===== src/rtl/bus_arb_pkg.sv =====
// Shared types and helpers for the N-master bus arbiter.
// Holds the state encoding, the policy constants and width helpers.
package bus_arb_pkg;

  typedef enum logic [1:0] {
    IDLE    = 2'd0,
    BUSY    = 2'd1,
    RELEASE = 2'd2
  } arb_state_t;

  localparam logic POLICY_FIXED = 1'b0;
  localparam logic POLICY_RR    = 1'b1;

  function automatic int clog2_int(input int value);
    int result;
    int v;
    result = 0;
    v = value - 1;
    while (v > 0) begin
      result = result + 1;
      v = v >> 1;
    end
    return result;
  endfunction

  // Owner index width; a two-master bus still needs one bit.
  function automatic int id_width(input int num);
    return (clog2_int(num) < 1) ? 1 : clog2_int(num);
  endfunction

endpackage


===== src/rtl/arb_priority_pick.sv =====
// Combinational winner search over a request vector, starting at a pointer.
// The request vector is doubled so a rotated window can be scanned without wrap logic.
module arb_priority_pick
  import bus_arb_pkg::*;
#(
  parameter int N    = 4,
  parameter int ID_W = 2
) (
  input  logic [N-1:0]    req,
  input  logic [ID_W-1:0] start,
  input  logic            policy,
  output logic [N-1:0]    winner,
  output logic [ID_W-1:0] winner_id,
  output logic            any
);

  localparam int            ID_P1 = ID_W + 1;
  localparam logic [ID_W:0] N_W   = ID_P1'(N);

  logic [2*N-1:0]  req_dbl;
  logic [N-1:0]    req_rot;
  logic [ID_W-1:0] base;
  logic [ID_W-1:0] offset;
  logic [ID_W:0]   sum;
  logic            found;

  always_comb begin
    base    = (policy == POLICY_RR) ? start : '0;
    req_dbl = {req, req};
    req_rot = req_dbl[base +: N];
    found   = 1'b0;
    offset  = '0;
    for (int i = 0; i < N; i++) begin
      if (!found && req_rot[i]) begin
        found  = 1'b1;
        offset = i[ID_W-1:0];
      end
    end
    // Undo the rotation: base + offset lies in [0, 2N-2], so one subtract suffices.
    sum = {1'b0, base} + {1'b0, offset};
    if (sum >= N_W) begin
      sum = sum - N_W;
    end
    winner_id = sum[ID_W-1:0];
    any       = found;
    winner    = '0;
    for (int i = 0; i < N; i++) begin
      winner[i] = found && (winner_id == i[ID_W-1:0]);
    end
  end

endmodule


===== src/rtl/bus_arbiter_n.sv =====
// N-master bus arbiter: fixed or round-robin policy, grant held until release,
// optional hold limit, and one all-zero turnaround cycle between owners.
//
//   state   | meaning
//   IDLE    | no owner; any request is granted on the next edge
//   BUSY    | owner holds the bus; outputs frozen, no preemption
//   RELEASE | turnaround cycle, outputs zero; always returns to IDLE
module bus_arbiter_n
  import bus_arb_pkg::*;
#(
  parameter int NUM_MASTERS = 4,
  parameter int SLAVE_SEL_W = 2,
  parameter int ROUND_ROBIN = 1,
  parameter int MAX_HOLD    = 0
) (
  input  logic                                 clk,
  input  logic                                 rst,
  input  logic [NUM_MASTERS-1:0]               m_request,
  input  logic [NUM_MASTERS*SLAVE_SEL_W-1:0]   m_slave_sel,
  output logic [NUM_MASTERS-1:0]               m_grant,
  output logic [id_width(NUM_MASTERS)-1:0]     bus_grant,
  output logic [SLAVE_SEL_W-1:0]               slave_sel,
  output logic                                 arbiter_busy,
  output logic                                 hold_timeout
);

  localparam int              ID_W    = id_width(NUM_MASTERS);
  localparam logic            POLICY  = (ROUND_ROBIN != 0) ? POLICY_RR : POLICY_FIXED;
  localparam logic [ID_W-1:0] LAST_ID = ID_W'(NUM_MASTERS - 1);

  arb_state_t             state;
  logic [ID_W-1:0]        rr_ptr;
  logic [NUM_MASTERS-1:0] pick_onehot;
  logic [ID_W-1:0]        pick_id;
  logic                   pick_any;
  logic                   owner_req;
  logic                   hold_expired;

  arb_priority_pick #(
    .N    (NUM_MASTERS),
    .ID_W (ID_W)
  ) u_pick (
    .req       (m_request),
    .start     (rr_ptr),
    .policy    (POLICY),
    .winner    (pick_onehot),
    .winner_id (pick_id),
    .any       (pick_any)
  );

  assign owner_req = m_request[bus_grant];

  generate
    if (MAX_HOLD > 0) begin : g_hold
      localparam int                HOLD_W    = clog2_int(MAX_HOLD + 1);
      localparam logic [HOLD_W-1:0] HOLD_LAST = HOLD_W'(MAX_HOLD - 1);
      logic [HOLD_W-1:0] hold_cnt;

      always_ff @(posedge clk) begin
        if (rst) begin
          hold_cnt <= '0;
        end else if (state == IDLE && pick_any) begin
          hold_cnt <= '0;
        end else if (state == BUSY) begin
          hold_cnt <= hold_cnt + HOLD_W'(1);
        end
      end

      // Expiry on the MAX_HOLD-th BUSY edge gives a tenure of exactly MAX_HOLD cycles.
      assign hold_expired = (state == BUSY) && (hold_cnt == HOLD_LAST);
    end else begin : g_no_hold
      assign hold_expired = 1'b0;
    end
  endgenerate

  always_ff @(posedge clk) begin
    if (rst) begin
      state        <= IDLE;
      rr_ptr       <= '0;
      m_grant      <= '0;
      bus_grant    <= '0;
      slave_sel    <= '0;
      arbiter_busy <= 1'b0;
      hold_timeout <= 1'b0;
    end else begin
      hold_timeout <= 1'b0;
      case (state)
        IDLE: begin
          if (pick_any) begin
            m_grant      <= pick_onehot;
            bus_grant    <= pick_id;
            slave_sel    <= m_slave_sel[pick_id*SLAVE_SEL_W +: SLAVE_SEL_W];
            arbiter_busy <= 1'b1;
            rr_ptr       <= (pick_id == LAST_ID) ? '0 : pick_id + ID_W'(1);
            state        <= BUSY;
          end
        end
        BUSY: begin
          if (!owner_req || hold_expired) begin
            m_grant      <= '0;
            bus_grant    <= '0;
            slave_sel    <= '0;
            arbiter_busy <= 1'b0;
            // A voluntary drop wins over a coincident expiry: no timeout reported.
            hold_timeout <= owner_req;
            state        <= RELEASE;
          end
        end
        RELEASE: begin
          state <= IDLE;
        end
        default: begin
          m_grant      <= '0;
          bus_grant    <= '0;
          slave_sel    <= '0;
          arbiter_busy <= 1'b0;
          state        <= IDLE;
        end
      endcase
    end
  end

  a_grant_onehot: assert property (@(posedge clk) $onehot0(m_grant));
  a_busy_match:   assert property (@(posedge clk) arbiter_busy == (|m_grant));
  a_id_match:     assert property (@(posedge clk) !arbiter_busy || m_grant[bus_grant]);
  a_idle_id_zero: assert property (@(posedge clk) arbiter_busy || (bus_grant == '0));

endmodule


===== config.mk =====
export PLATFORM = sky130hd
export DESIGN_NAME = bus_arbiter_n
export DESIGN_NICKNAME = d
export VERILOG_FILES = /design/src/rtl/bus_arb_pkg.sv /design/src/rtl/arb_priority_pick.sv /design/src/rtl/bus_arbiter_n.sv
export SDC_FILE = /design/constraint.sdc
export NUM_CORES = 1
export LEC_CHECK = 0
export BUFFER_PORTS_ARGS = -buffer_cell sky130_fd_sc_hd__buf_2
export CAP_MARGIN = 0
export CELL_PAD_IN_SITES_DETAIL_PLACEMENT = 1
export CELL_PAD_IN_SITES_GLOBAL_PLACEMENT = 1
export CORE_MARGIN = 4
export CORE_UTILIZATION = 41
export CTS_CLUSTER_SIZE = 10
export DETAILED_ROUTE_END_ITERATION = 7
export PLACE_DENSITY = 0.81
export SLEW_MARGIN = 30
export SYNTH_ARGS = -nofsm -noshare
export SYNTH_HDL_FRONTEND = slang
export SYNTH_SLANG_ARGS = --single-unit
export TNS_END_PERCENT = 100

===== constraint.sdc =====
create_clock -name clk -period 7.4 [get_ports clk]
set_input_delay 0.37 -clock clk [delete_from_list [all_inputs] [get_ports clk]]
set_output_delay 0.37 -clock clk [all_outputs]
set_load 0.005 [all_outputs]

==> Yosys cells after proc, flatten, opt, wreduce, memory -nomap -nowiden <==
Cells that the tools add are included.
{ "totals": {"register_bits": 13, "out_inout_bits": 10, "elab_cells": 61} }
{ "classes": {"n_addsub": 3, "magnitude_cmp": 2, "n_eq_ne": 7, "shift": 2, "muxes": 25, "bitwise": 1, "reduce_logical": 15} }
{ "op_table": {"columns": ["operator", "n"], "rows": [
  ["$mux 2", 9],
  ["$pmux 2 s3", 2],
  ["$pmux 4 s3", 1],
  ["$mux 1", 8],
  ["$mux 4", 2],
  ["$shiftx 8x3->4", 1],
  ["$shiftx 8x4->2", 1],
  ["$logic_and 1x1->1", 7],
  ["$eq 2x2->1 const B", 3],
  ["$eq 2x1->1 const B", 2],
  ["$logic_not 2->1", 2],
  ["$ne 2x2->1 const B", 2],
  ["$pmux 2 s2", 1],
  ["$reduce_and 2->1", 2],
  ["$add 2x2->3", 1],
  ["$ge 3x3->1 const B", 1],
  ["$logic_not 1->1", 3],
  ["$lt 2x3->1 const B", 1],
  ["$pmux 1 s3", 1],
  ["$reduce_and 3->1", 1],
  ["$add 2x1->2 const B", 1],
  ["$bmux 1 s2", 1],
  ["$sub 2x1->2 const B", 1],
  ["$not 1->1", 1]
]} }

==> Longest topological paths before layout <==
Gate-level depths: netlist (run 1).
{ "depth": {"depth_word": 18, "mapped_depth": 11, "ltp_nobuf": 11} }

==> Hierarchy <==
A second synthesis (run 1) with hierarchy kept.
{ "unflattened": {"cells_unflattened": 85, "area_unflattened_um2": 810.8} }
{ "by_module_without_submodules": {"columns": ["mod", "instances", "cells_per_inst", "area_each_um2"], "rows": [
  ["bus_arbiter_n", 1, 52, 583.1],
  ["arb_priority_pick", 1, 33, 227.7]
]} }

==> Worst setup path after synthesis (run 1) <==
OpenSTA, ideal clock, no wires.
{ "synth_timing": {"path_kind": "in2reg", "from": "input m_request[2]", "to": "register rr_ptr[1]", "arrival_ns": 2.433, "t_required_ns": 7.273, "setup_slack_ns": 4.839, "stages": 9, "n_path_buf": 1, "cell_sequence": "clkbuf_8 or4_2 o211ai_1 ha_1 xor2_1 xnor2_2 ha_1 mux2i_1 nor2_1"} }
{ "synth_between": {"elab_chain_len": 16} }
{ "synth_rtl": {"columns": ["element", "line", "source"], "rows": [
  ["start: declaration", "bus_arbiter_n.sv:18", "input logic [NUM_MASTERS-1:0] m_request,"],
  ["$shiftx 8x3->4 (*)", "arb_priority_pick.sv:30", "req_rot = req_dbl[base +: N];"],
  ["$mux 1", "arb_priority_pick.sv:34", "if (!found && req_rot[i]) begin"],
  ["$logic_not 1->1", "arb_priority_pick.sv:34", null],
  ["$logic_and 1x1->1", "arb_priority_pick.sv:34", null],
  ["$mux 1", "arb_priority_pick.sv:34", null],
  ["$logic_not 1->1", "arb_priority_pick.sv:34", null],
  ["$logic_and 1x1->1", "arb_priority_pick.sv:34", null],
  ["$mux 1", "arb_priority_pick.sv:34", null],
  ["$logic_not 1->1", "arb_priority_pick.sv:34", null],
  ["$logic_and 1x1->1", "arb_priority_pick.sv:34", null],
  ["$mux 2", "arb_priority_pick.sv:34", null],
  ["$add 2x2->3", "arb_priority_pick.sv:40", "sum = {1'b0, base} + {1'b0, offset};"],
  ["$ge 3x3->1 / $sub 2x1->2 (equally long branches)", "arb_priority_pick.sv:41, arb_priority_pick.sv:42", null],
  ["$mux 2", "arb_priority_pick.sv:41", "if (sum >= N_W) begin"],
  ["$add 2x1->2 / $eq 2x2->1 (equally long branches)", "bus_arbiter_n.sv:94", "rr_ptr <= (pick_id == LAST_ID) ? '0 : pick_id + ID_W'(1);"],
  ["$mux 2", "bus_arbiter_n.sv:94", null],
  ["end signal: assignment", "bus_arbiter_n.sv:94", null],
  ["end: declaration", "bus_arbiter_n.sv:32", "logic [ID_W-1:0] rr_ptr;"]
]} }
Every way passes the cells marked *; elsewhere a longest branch is shown, timed or not.
A chain may end at the register's enable or synchronous reset.

==> Worst setup path in the final report (run 1) <==
{ "layout_timing": {"from": "register rr_ptr[0]", "to": "register rr_ptr[1]"} }
{ "layout_between": {"elab_chain_len": 16} }
{ "layout_rtl": {"columns": ["element", "line"], "rows": [
  ["$shiftx 8x3->4", "arb_priority_pick.sv:30"],
  ["$mux 1", "arb_priority_pick.sv:34"],
  ["$logic_not 1->1", "arb_priority_pick.sv:34"],
  ["$logic_and 1x1->1", "arb_priority_pick.sv:34"],
  ["$mux 1", "arb_priority_pick.sv:34"],
  ["$logic_not 1->1", "arb_priority_pick.sv:34"],
  ["$logic_and 1x1->1", "arb_priority_pick.sv:34"],
  ["$mux 1", "arb_priority_pick.sv:34"],
  ["$logic_not 1->1", "arb_priority_pick.sv:34"],
  ["$logic_and 1x1->1", "arb_priority_pick.sv:34"],
  ["$mux 2", "arb_priority_pick.sv:34"],
  ["$add 2x2->3", "arb_priority_pick.sv:40"],
  ["$ge 3x3->1 / $sub 2x1->2 (equally long branches)", "arb_priority_pick.sv:41, arb_priority_pick.sv:42"],
  ["$mux 2", "arb_priority_pick.sv:41"],
  ["$add 2x1->2 / $eq 2x2->1 (equally long branches)", "bus_arbiter_n.sv:94"],
  ["$mux 2", "bus_arbiter_n.sv:94"]
]} }
Parallel ways exist; a longest one is shown, timed or not.

==> results.cfg, run 1 <==
[status]
status = completed

[clock_tree]
cts_root_buf = clkbuf_4
cts.path.max_buffers = 2
cts_tree = done
clkTransAtPathRegs_ns = 0.09
cts_setup_buffers = 0
insertion_delay_ns = 0.28
htree_levels = 1
postCtsHoldBufs = 0
cts_resized = 0
tritoncts.num_buffers = 3
cts.sinks = 13

[timing]
setup_tns_ns = 0
rsz0062_at_grt = no
timing.slew.headroom = 0.632
period_share = 0.377
setup_violations = 0
min_period_ns = 2.79
max_freq_ghz = 0.358
finClkSkew_ns = 0.00814
drv_slew = 0
timing_hold_violations_final = 0
tightest_slew_ns = 0.549

[grt]
busiest_layer = met2
grt_first_pass_wirelength_mm = 3.70
grt_usage = 0.147
antenna_found_initial = 0
grt_pass1_vias = 841
overflow = 0
grt_max_degree = 13
met2_usage = 0.274
grtUsageMet3 = 0.0373
grt_use_met1 = 0.164

[logic_synthesis]
ys_dominant_reg_cell = dfxtp_1
ys_seq_area_frac = 0.285
yosysWarnings = 0
yosysTopAreaCell = dfxtp_1
syn_area_um2 = 915
synthCells = 101
ys_ff_latch = 13
synth_nets = 117
synth_area_leaders = dfxtp_1, mux2i_1, nor2_1
synth_top_area_frac = 0.285
yosys.cell_types.count = 39
async_flop_share = 0
avgSynthCellArea_um2 = 9.06
synth_edf_count = 0

[power_and_ir_drop]
power_frac_seq = 0.329
p_comb_frac = 0.550
powerDensity_nw_per_um2 = 356
swShare = 0.432
p_sw_mw = 0.158
p_int_mw = 0.207
power.leakage_nw = 0.467
ir_worst_vdd_v = 0.000203
pwr-share-clk = 0.121

[drt]
wire_per_inst_um = 14.5
vias = 801
drtIter0Drc = 11
route.detailed.drc = 0
drtPass1Iterations = 2
viasPerCell = 5.49
antenna_left = 0
routed_wl_mm = 2.11

[floorplanning]
die_area_um2 = 3050
die_w_um = 55.2
num_rows = 16
start_util = 0.448
ios = 24
core-area_um2 = 2040
die_h_um = 55.2

[finish]
num_antenna_cells = 0
regArea_um2 = 260
fin_cells = 146
area_growth_pct = 11.9
drive_above_1_share = 0.303
multi_input_area_um2 = 581
fill_cells = 284
nNetsFinal = 136

[critical_path]
cp-start-kind = flip-flop
worstRegToRegCells = 8
critical_path_class = flip-flop to flip-flop
cp.required_ns = 7.58
path_max_fanout = 12
arrival_ns = 2.97
critPathCaptureType = flip-flop

[placed_design]
place_congestion = 0.708
placed_cells = 142
port_buffers = 22
dp_hpwl_mm = 1.67

[min_path]
hold_path.class = input pin to flip-flop
min_path_cells = 2

[job]
maxCapViolCount = 0
-- cells in the mapped netlist, types with 2 or more instances --
cell / count
ha_1: 2
nand3_1: 3
nand2_1: 5
o32ai_2: 2
clkbuf_1: 2
o211ai_1: 2
a21oi_1: 3
a22oi_1: 2
a22o_1: 2
inv_1: 3
dfxtp_1: 13
or2b_1: 2
mux2i_1: 10
nor2_1: 15
nor3_1: 10
clkbuf_8: 2
-- sequential cells by signal, summed over array words and instances (netlist names) --
name,count
m_grant,4
bus_grant,2
arbiter_busy,1
rr_ptr,2
state,2
slave_sel,2
-- path summary, 6_finish.rpt --
kind	endpoint	slack (ns)	start
max	rr_ptr[1]$_SDFFE_PP0P_	4.61	rr_ptr[0]$_SDFFE_PP0P_
min	rr_ptr[0]$_SDFFE_PP0P_	0.37	rst
max reg2reg	rr_ptr[1]$_SDFFE_PP0P_	4.61	rr_ptr[0]$_SDFFE_PP0P_
min reg2reg	slave_sel[0]$_SDFFE_PP0P_	0.47	slave_sel[0]$_SDFFE_PP0P_
-- cells in the final DEF (no fill, tap or decap), types with 2 or more instances in the layout --
master	synthesis	final
a21oi_1	3	3
a22o_1	2	2
a22oi_1	2	2
buf_2	1	22
clkbuf_4	0	3
dfxtp_1	13	13
ha_1	2	2
inv_1	3	3
mux2i_1	10	10
nand2_1	5	5
nand3_1	3	3
nor2_1	15	15
nor3_1	10	10
o211ai_1	2	2
o32ai_2	2	2
or2b_1	2	2
-- per-stage QoR --
stage          cell area [µm²]  hold slack [ns]  power [mW]   util  worst slack (ns)
5_1_grt                   1020            0.365       0.399  0.501              4.45
6_report                  1020            0.368       0.365  0.501              4.61
4_1_cts                   1020            0.364       0.370  0.501              4.60
3_3_place_gp               996            0.450       0.316  0.488              4.68
2_1_floorplan              915            0.449       0.276      -              4.84
3_5_place_dp               996            0.444       0.324  0.488              4.58
-- worst max-delay path: stages, from the launching register on --
cell,delay (ns)
dfxtp_1,0.45
or4_2,0.71
o211ai_1,0.12
ha_1,0.22
xor2_1,0.44
xnor2_2,0.19
ha_1,0.33
mux2i_1,0.15
nor2_1,0.06
-- layer usage --
layer	wire length [µm]	up-vias
met2	1050	15
met5	0	-
met3	89	2
met1	965	380
met4	12	0
li1	-	404
-- power by group through the flow --
stage	clock network, mW	registers [mW]	logic, mW
after floorplan	0	0.109	0.167
after global placement	0	0.120	0.196
after detailed placement	0	0.122	0.203
after CTS	0.0456	0.120	0.205
after global routing	0.0502	0.125	0.225
final	0.0442	0.120	0.201
-- area by class of cell --
cell class / instances / area share
repair buffers: 22 / 0.108
clock buffers: 3 / 0.0220
multi-input cells: 77 / 0.567
clock inverters: 1 / 0.00489
flip-flops and latches: 13 / 0.254
well taps: 27 / 0.0330
inverters: 3 / 0.0110
-- cells by family after synthesis --
family                   count (synthesis)  share of synthesized area
AO/OA/AOI/OAI                           17                      0.189
XOR/XNOR                                 3                     0.0369
adder cells (fa/ha/maj)                  2                     0.0274
buffers and inverters                   11                     0.0807
flip-flops                              13                      0.285
multiplexers                            11                      0.138
other                                    1                    0.00410
AND/OR/NAND/NOR                         43                      0.239
No activity file was read; power rests on OpenSTA's default activity.
==> inputs of run 2 (changes only) <==
--- a/config.mk
+++ b/config.mk
@@ -5,15 +5,16 @@
 export SDC_FILE = /design/constraint.sdc
 export NUM_CORES = 1
 export LEC_CHECK = 0
+export ABC_AREA = 1
 export BUFFER_PORTS_ARGS = -buffer_cell sky130_fd_sc_hd__buf_2
 export CAP_MARGIN = 0
 export CELL_PAD_IN_SITES_DETAIL_PLACEMENT = 1
 export CELL_PAD_IN_SITES_GLOBAL_PLACEMENT = 1
 export CORE_MARGIN = 4
-export CORE_UTILIZATION = 41
+export CORE_UTILIZATION = 34
 export CTS_CLUSTER_SIZE = 10
 export DETAILED_ROUTE_END_ITERATION = 7
-export PLACE_DENSITY = 0.81
+export PLACE_DENSITY = 0.74
 export SLEW_MARGIN = 30
 export SYNTH_ARGS = -nofsm -noshare
 export SYNTH_HDL_FRONTEND = slang
==> constraint.sdc (replaced) <==
create_clock -name clk -period 2.8 [get_ports clk]
set_input_delay 0.14 -clock clk [delete_from_list [all_inputs] [get_ports clk]]
set_output_delay 0.14 -clock clk [all_outputs]
set_load 0.005 [all_outputs]
==> run 2 against run 1 <==
Flip-flop and latch count unchanged; register-to-register slack got worse by 4.2 ns; cell area decreased by 5.5%; core utilization decreased by 7.2 points; total power increased to 3.3 times the previous value; sequential power increased to 2.6 times the previous value; hold slack got worse by 0.19 ns; synthesized cell count increased by 18%; cell count increased by 16%; sequential share of layout area increased by 1.5 points; via count increased by 3.9%; clock power increased to 2.6 times the previous value; critical endpoint unchanged; largest power group unchanged.
==> results.cfg, run 2 <==
[grt]
grt_max_degree = 12
antenna_found_initial = 0
grt_first_pass_wirelength_mm = 3.52
grt_pass1_vias = 810
grt_usage = 0.137
overflow = 0

[logic_synthesis]
synth_edf_count = 0
syn_area_um2 = 822
ys_dominant_reg_cell = dfxtp_1
yosysMostFrequentCell = nand2_1
ys_seq_area_frac = 0.317
synth_area_leaders = dfxtp_1, nand2_1, nand3_1
ys_ff_latch = 13
avgSynthCellArea_um2 = 6.91
synth_top_area_frac = 0.317
yosysTopAreaCell = dfxtp_1
synthCells = 119
synth_top_cells_by_count = nand2_1, dfxtp_1, nand3_1
async_flop_share = 0
synth_nets = 135
yosys.cell_types.count = 26
yosysWarnings = 0

[drt]
vias = 832
antenna_left = 0
route.detailed.drc = 0
drtPass1Iterations = 4
drtIter0Drc = 21
viasPerCell = 4.92
wire_per_inst_um = 12.3
routed_wl_mm = 2.07

[critical_path]
critPathCaptureType = flip-flop
critical_path_class = flip-flop to flip-flop
r2r-start = rr_ptr[0]$_SDFFE_PP0P_
cp-start-kind = flip-flop
cp.required_ns = 2.97
arrival_ns = 2.58
path_max_fanout = 7
crit_path_start = rr_ptr[0]$_SDFFE_PP0P_

[finish]
layout_common_cells = nand2_1, buf_2, dfxtp_1
multi_input_area_um2 = 493
regMostFlops = m_grant
final_common_cell = nand2_1
drive_above_1_share = 0.312
fill_cells = 309
area_growth_pct = 17.7
nNetsFinal = 158
num_antenna_cells = 0
largest_register_ff_count = 4
regArea_um2 = 260

[power_and_ir_drop]
powerDensity_nw_per_um2 = 1230
p_comb_frac = 0.646
power.leakage_nw = 0.488
ir_worst_vdd_v = 0.000519
swShare = 0.508
p_int_mw = 0.586
fin_total_pwr_mw = 1.19
p_sw_mw = 0.605
power_frac_seq = 0.258
pwr-share-clk = 0.096

[floorplanning]
die_w_um = 57.2
die_area_um2 = 3270
die_h_um = 57.2
num_rows = 17
start_util = 0.365
core-area_um2 = 2250
ios = 24

[min_path]
hold_path.class = input pin to flip-flop
min-delay-start = rst

[status]
status = completed

[clock_tree]
htree_levels = 1
postCtsHoldBufs = 0
clkTransAtPathRegs_ns = 0.07
cts_setup_buffers = 0
cts_root_buf = clkbuf_4
cts_resized = 0
cts.sinks = 13
insertion_delay_ns = 0.27
cts.path.max_buffers = 2
tritoncts.num_buffers = 3
cts_tree = done

[timing]
rsz0062_at_grt = no
setup_violations = 0
tightest_slew_ns = 0.506
timing_hold_violations_final = 0
max_freq_ghz = 0.415
min_period_ns = 2.41
timing.slew.headroom = 0.662
setup_tns_ns = 0
finClkSkew_ns = 0.00134
drv_slew = 0
period_share = 0.861

[job]
maxCapViolCount = 0

[placed_design]
port_buffers = 22
place_congestion = 0.789
dp_hpwl_mm = 1.71
-- run 2: cell types whose count changed after synthesis, sizes merged, moves of 4 or more --
cell / previous run / this run
inv: 3 / 10
nand2: 5 / 41
nand3: 4 / 16
mux2i: 10 / 2
a21oi: 3 / 10
nor2: 15 / 8
nor3: 11 / 0
o21ai: 1 / 5
-- run 2: path summary, 6_finish.rpt --
path,endpoint,slack (ns),cells past startpoint
worst min register to register,m_grant[0]$_SDFFE_PP0P_,0.47,2
worst min-delay path,slave_sel[1]$_SDFFE_PP0P_,0.18,2
worst max register to register,rr_ptr[1]$_SDFFE_PP0P_,0.39,14
worst max-delay path,rr_ptr[1]$_SDFFE_PP0P_,0.39,14
-- run 2: routing by layer --
metal  wire, µm  global-route usage  up-vias
li1           -                   -      433
met1        919               0.167      370
met2       1000               0.232       25
met3        129              0.0430        4
met4         24              0.0397        0
met5          0                   0        -
-- run 2: critical path, cell delays in order (launching register included) --
cell and delay, ns:
dfxtp_1 0.46, inv_2 0.08, nand2_1 0.08, nand3_1 0.07, nand2_1 0.11, nand3_1 0.07
a21boi_0 0.16, ha_1 0.18, xor2_1 0.31, inv_2 0.06, nand3_2 0.14, nand2_4 0.09
ha_1 0.28, o21ai_0 0.16, a21oi_1 0.05
-- run 2: per-stage QoR --
step	cells	worst slack [ns]	utilization	instance area [µm²]	hold slack [ns]
6_report	169	0.389	0.429	967	0.179
5_1_grt	169	0.136	0.429	967	0.182
4_1_cts	169	0.372	0.429	967	0.173
3_5_place_dp	165	0.398	0.417	941	0.457
3_3_place_gp	165	0.467	0.417	941	0.449
2_1_floorplan	119	0.596	-	822	0.302
-- run 2: cell type report --
| class | instances | area share |
|---|---|---|
| Sequential cell | 13 | 0.269 |
| Tap cell | 28 | 0.0362 |
| Inverter | 11 | 0.0440 |
| Timing Repair Buffer | 22 | 0.114 |
| Multi-Input combinational cell | 91 | 0.510 |
| Clock buffer | 4 | 0.0272 |
-- run 2: kinds of logic (layout without fill, tap and decap cells) --
family / after synthesis / after routing / share of synthesized area
simple gates: 69 / 69 / 0.425
compound gates: 16 / 16 / 0.105
buf+inv: 15 / 37 / 0.0837
flops: 13 / 13 / 0.317
fa+ha+maj: 2 / 2 / 0.0304
mux: 2 / 2 / 0.0244
other cells: 1 / 1 / 0.00456
xor+xnor: 1 / 1 / 0.0107
-- run 2: power by group through the flow --
| stage | combinational (mW) | clock, mW | sequential [mW] |
|---|---|---|---|
| after CTS | 0.787 | 0.121 | 0.308 |
| after global routing | 0.879 | 0.131 | 0.317 |
| after detailed placement | 0.782 | 0 | 0.312 |
| after global placement | 0.754 | 0 | 0.309 |
| after floorplan | 0.605 | 0 | 0.310 |
| final | 0.770 | 0.114 | 0.307 |
==> inputs of run 3 (changes only) <==
==> constraint.sdc (replaced) <==
create_clock -name clk -period 2.8 [get_ports clk]
set_input_delay 0.42 -clock clk [delete_from_list [all_inputs] [get_ports clk]]
set_output_delay 0.42 -clock clk [all_outputs]
set_load 0.005 [all_outputs]
==> run 3 against run 2 <==
Clock power about the same; flip-flop and latch count unchanged; clock skew about the same; highest routed layer is now met3; sequential share of layout area unchanged; combinational power decreased by 1%; critical path depth unchanged.
==> results.cfg, run 3 (same netlist as run 2, synthesis figures left out) <==
[floorplanning]
num_rows = 17
core-area_um2 = 2250
ios = 24
die_area_um2 = 3270
start_util = 0.365
die_h_um = 57.2
die_w_um = 57.2

[drt]
met2_length_um = 992
vias = 836
top_layer_used = met3
route.detailed.drc = 0
wl_met3_um = 132
antenna_left = 0
routed_wl_mm = 1.99
drtPass1Iterations = 2
wire_per_inst_um = 11.7
wl_met1_um = 861
drtIter0Drc = 14
viasPerCell = 4.95

[finish]
layout_common_cells = nand2_1, buf_2, dfxtp_1
fin_area_um2 = 967
final_common_cell = nand2_1
fill_cells = 336
drive_above_1_share = 0.312
regMostFlops = m_grant
largest_register_ff_count = 4
num_antenna_cells = 0
nNetsFinal = 158
area_growth_pct = 17.7

[grt]
grt_usage = 0.127
antenna_found_initial = 0
overflow = 0
grt_pass1_vias = 816
grt_first_pass_wirelength_mm = 3.28
grt_max_degree = 12

[job]
maxCapViolCount = 0

[timing]
timing_hold_violations_final = 0
drv_slew = 0
max_freq_ghz = 0.404
timing.hold.ws_ns = 0.452
min_period_ns = 2.47
setup_tns_ns = 0
rsz0062_at_grt = no
period_share = 0.884
setup_violations = 0
finClkSkew_ns = 0.00184

[clock_tree]
htree_levels = 1
clkTransAtPathRegs_ns = 0.08
cts_resized = 0
insertion_delay_ns = 0.27
cts.path.max_buffers = 2
postCtsHoldBufs = 0
cts.sinks = 13
cts_root_buf = clkbuf_4
tritoncts.num_buffers = 3
cts_setup_buffers = 0
cts_tree = done

[power_and_ir_drop]
ir_worst_vdd_v = 0.000459
power.leakage_nw = 0.488
fin_total_pwr_mw = 1.18
powerDensity_nw_per_um2 = 1220

[critical_path]
critPathCaptureType = flip-flop
critical_path_class = flip-flop to flip-flop
arrival_ns = 2.64
cp.required_ns = 2.97
cp-start-kind = flip-flop
path_max_fanout = 7

[status]
status = completed

[placed_design]
dp_hpwl_mm = 1.65
port_buffers = 22
postPlaceCellArea_um2 = 941
place_congestion = 0.779

[min_path]
hold_path.class = input pin to flip-flop
[run 3: cell counts in the layout (fill, tap and decap cells not counted)]
Identical to the previous run, type by type.
[run 3: per-layer routing]
| layer | vias up | track usage |
|---|---|---|
| met5 | - | 0 |
| met4 | 0 | 0.0298 |
| met3 | 0 | 0.0498 |
| met2 | 21 | 0.230 |
| met1 | 386 | 0.139 |
| li1 | 429 | - |
[run 3: final timing paths]
| check | to | slack (ns) | cells past startpoint | from |
|---|---|---|---|---|
| hold reg to reg | m_grant[0]$_SDFFE_PP0P_ | 0.46 | 2 | m_grant[0]$_SDFFE_PP0P_ |
| hold / removal | slave_sel[1]$_SDFFE_PP0P_ | 0.45 | 2 | rst |
| setup reg to reg | rr_ptr[1]$_SDFFE_PP0P_ | 0.33 | 14 | rr_ptr[0]$_SDFFE_PP0P_ |
| setup / recovery | rr_ptr[1]$_SDFFE_PP0P_ | 0.33 | 14 | rr_ptr[0]$_SDFFE_PP0P_ |
[run 3: where the power goes]
part / internal, mW / switching, mW
registers: 0.255 / 0.0538
clock network: 0.0552 / 0.0606
logic: 0.279 / 0.481
[run 3: critical path, cell delays in order (launching register included)]
cell and delay (ns):
dfxtp_1 0.48, inv_2 0.09, nand2_1 0.08, nand3_1 0.07, nand2_1 0.11, nand3_1 0.07
a21boi_0 0.17, ha_1 0.18, xor2_1 0.32, inv_2 0.06, nand3_2 0.14, nand2_4 0.09
ha_1 0.30, o21ai_0 0.17, a21oi_1 0.05
[run 3: area by class of cell]
class                   count  area, µm²  area share
well taps                  28       35.0      0.0362
inverters                  11       42.5      0.0440
repair buffers             22        110       0.114
flip-flops and latches     13        260       0.269
clock buffers               4       26.3      0.0272
multi-input cells          91        493       0.510
[run 3: through the flow]
stage | setup WS (ns) | std cells | util
global route | 0.0862 | 169 | 0.429
finish | 0.325 | 169 | 0.429
detailed placement | 0.318 | 165 | 0.417
floorplan | 0.596 | 119 | -
CTS | 0.292 | 169 | 0.429
global placement | 0.420 | 165 | 0.417
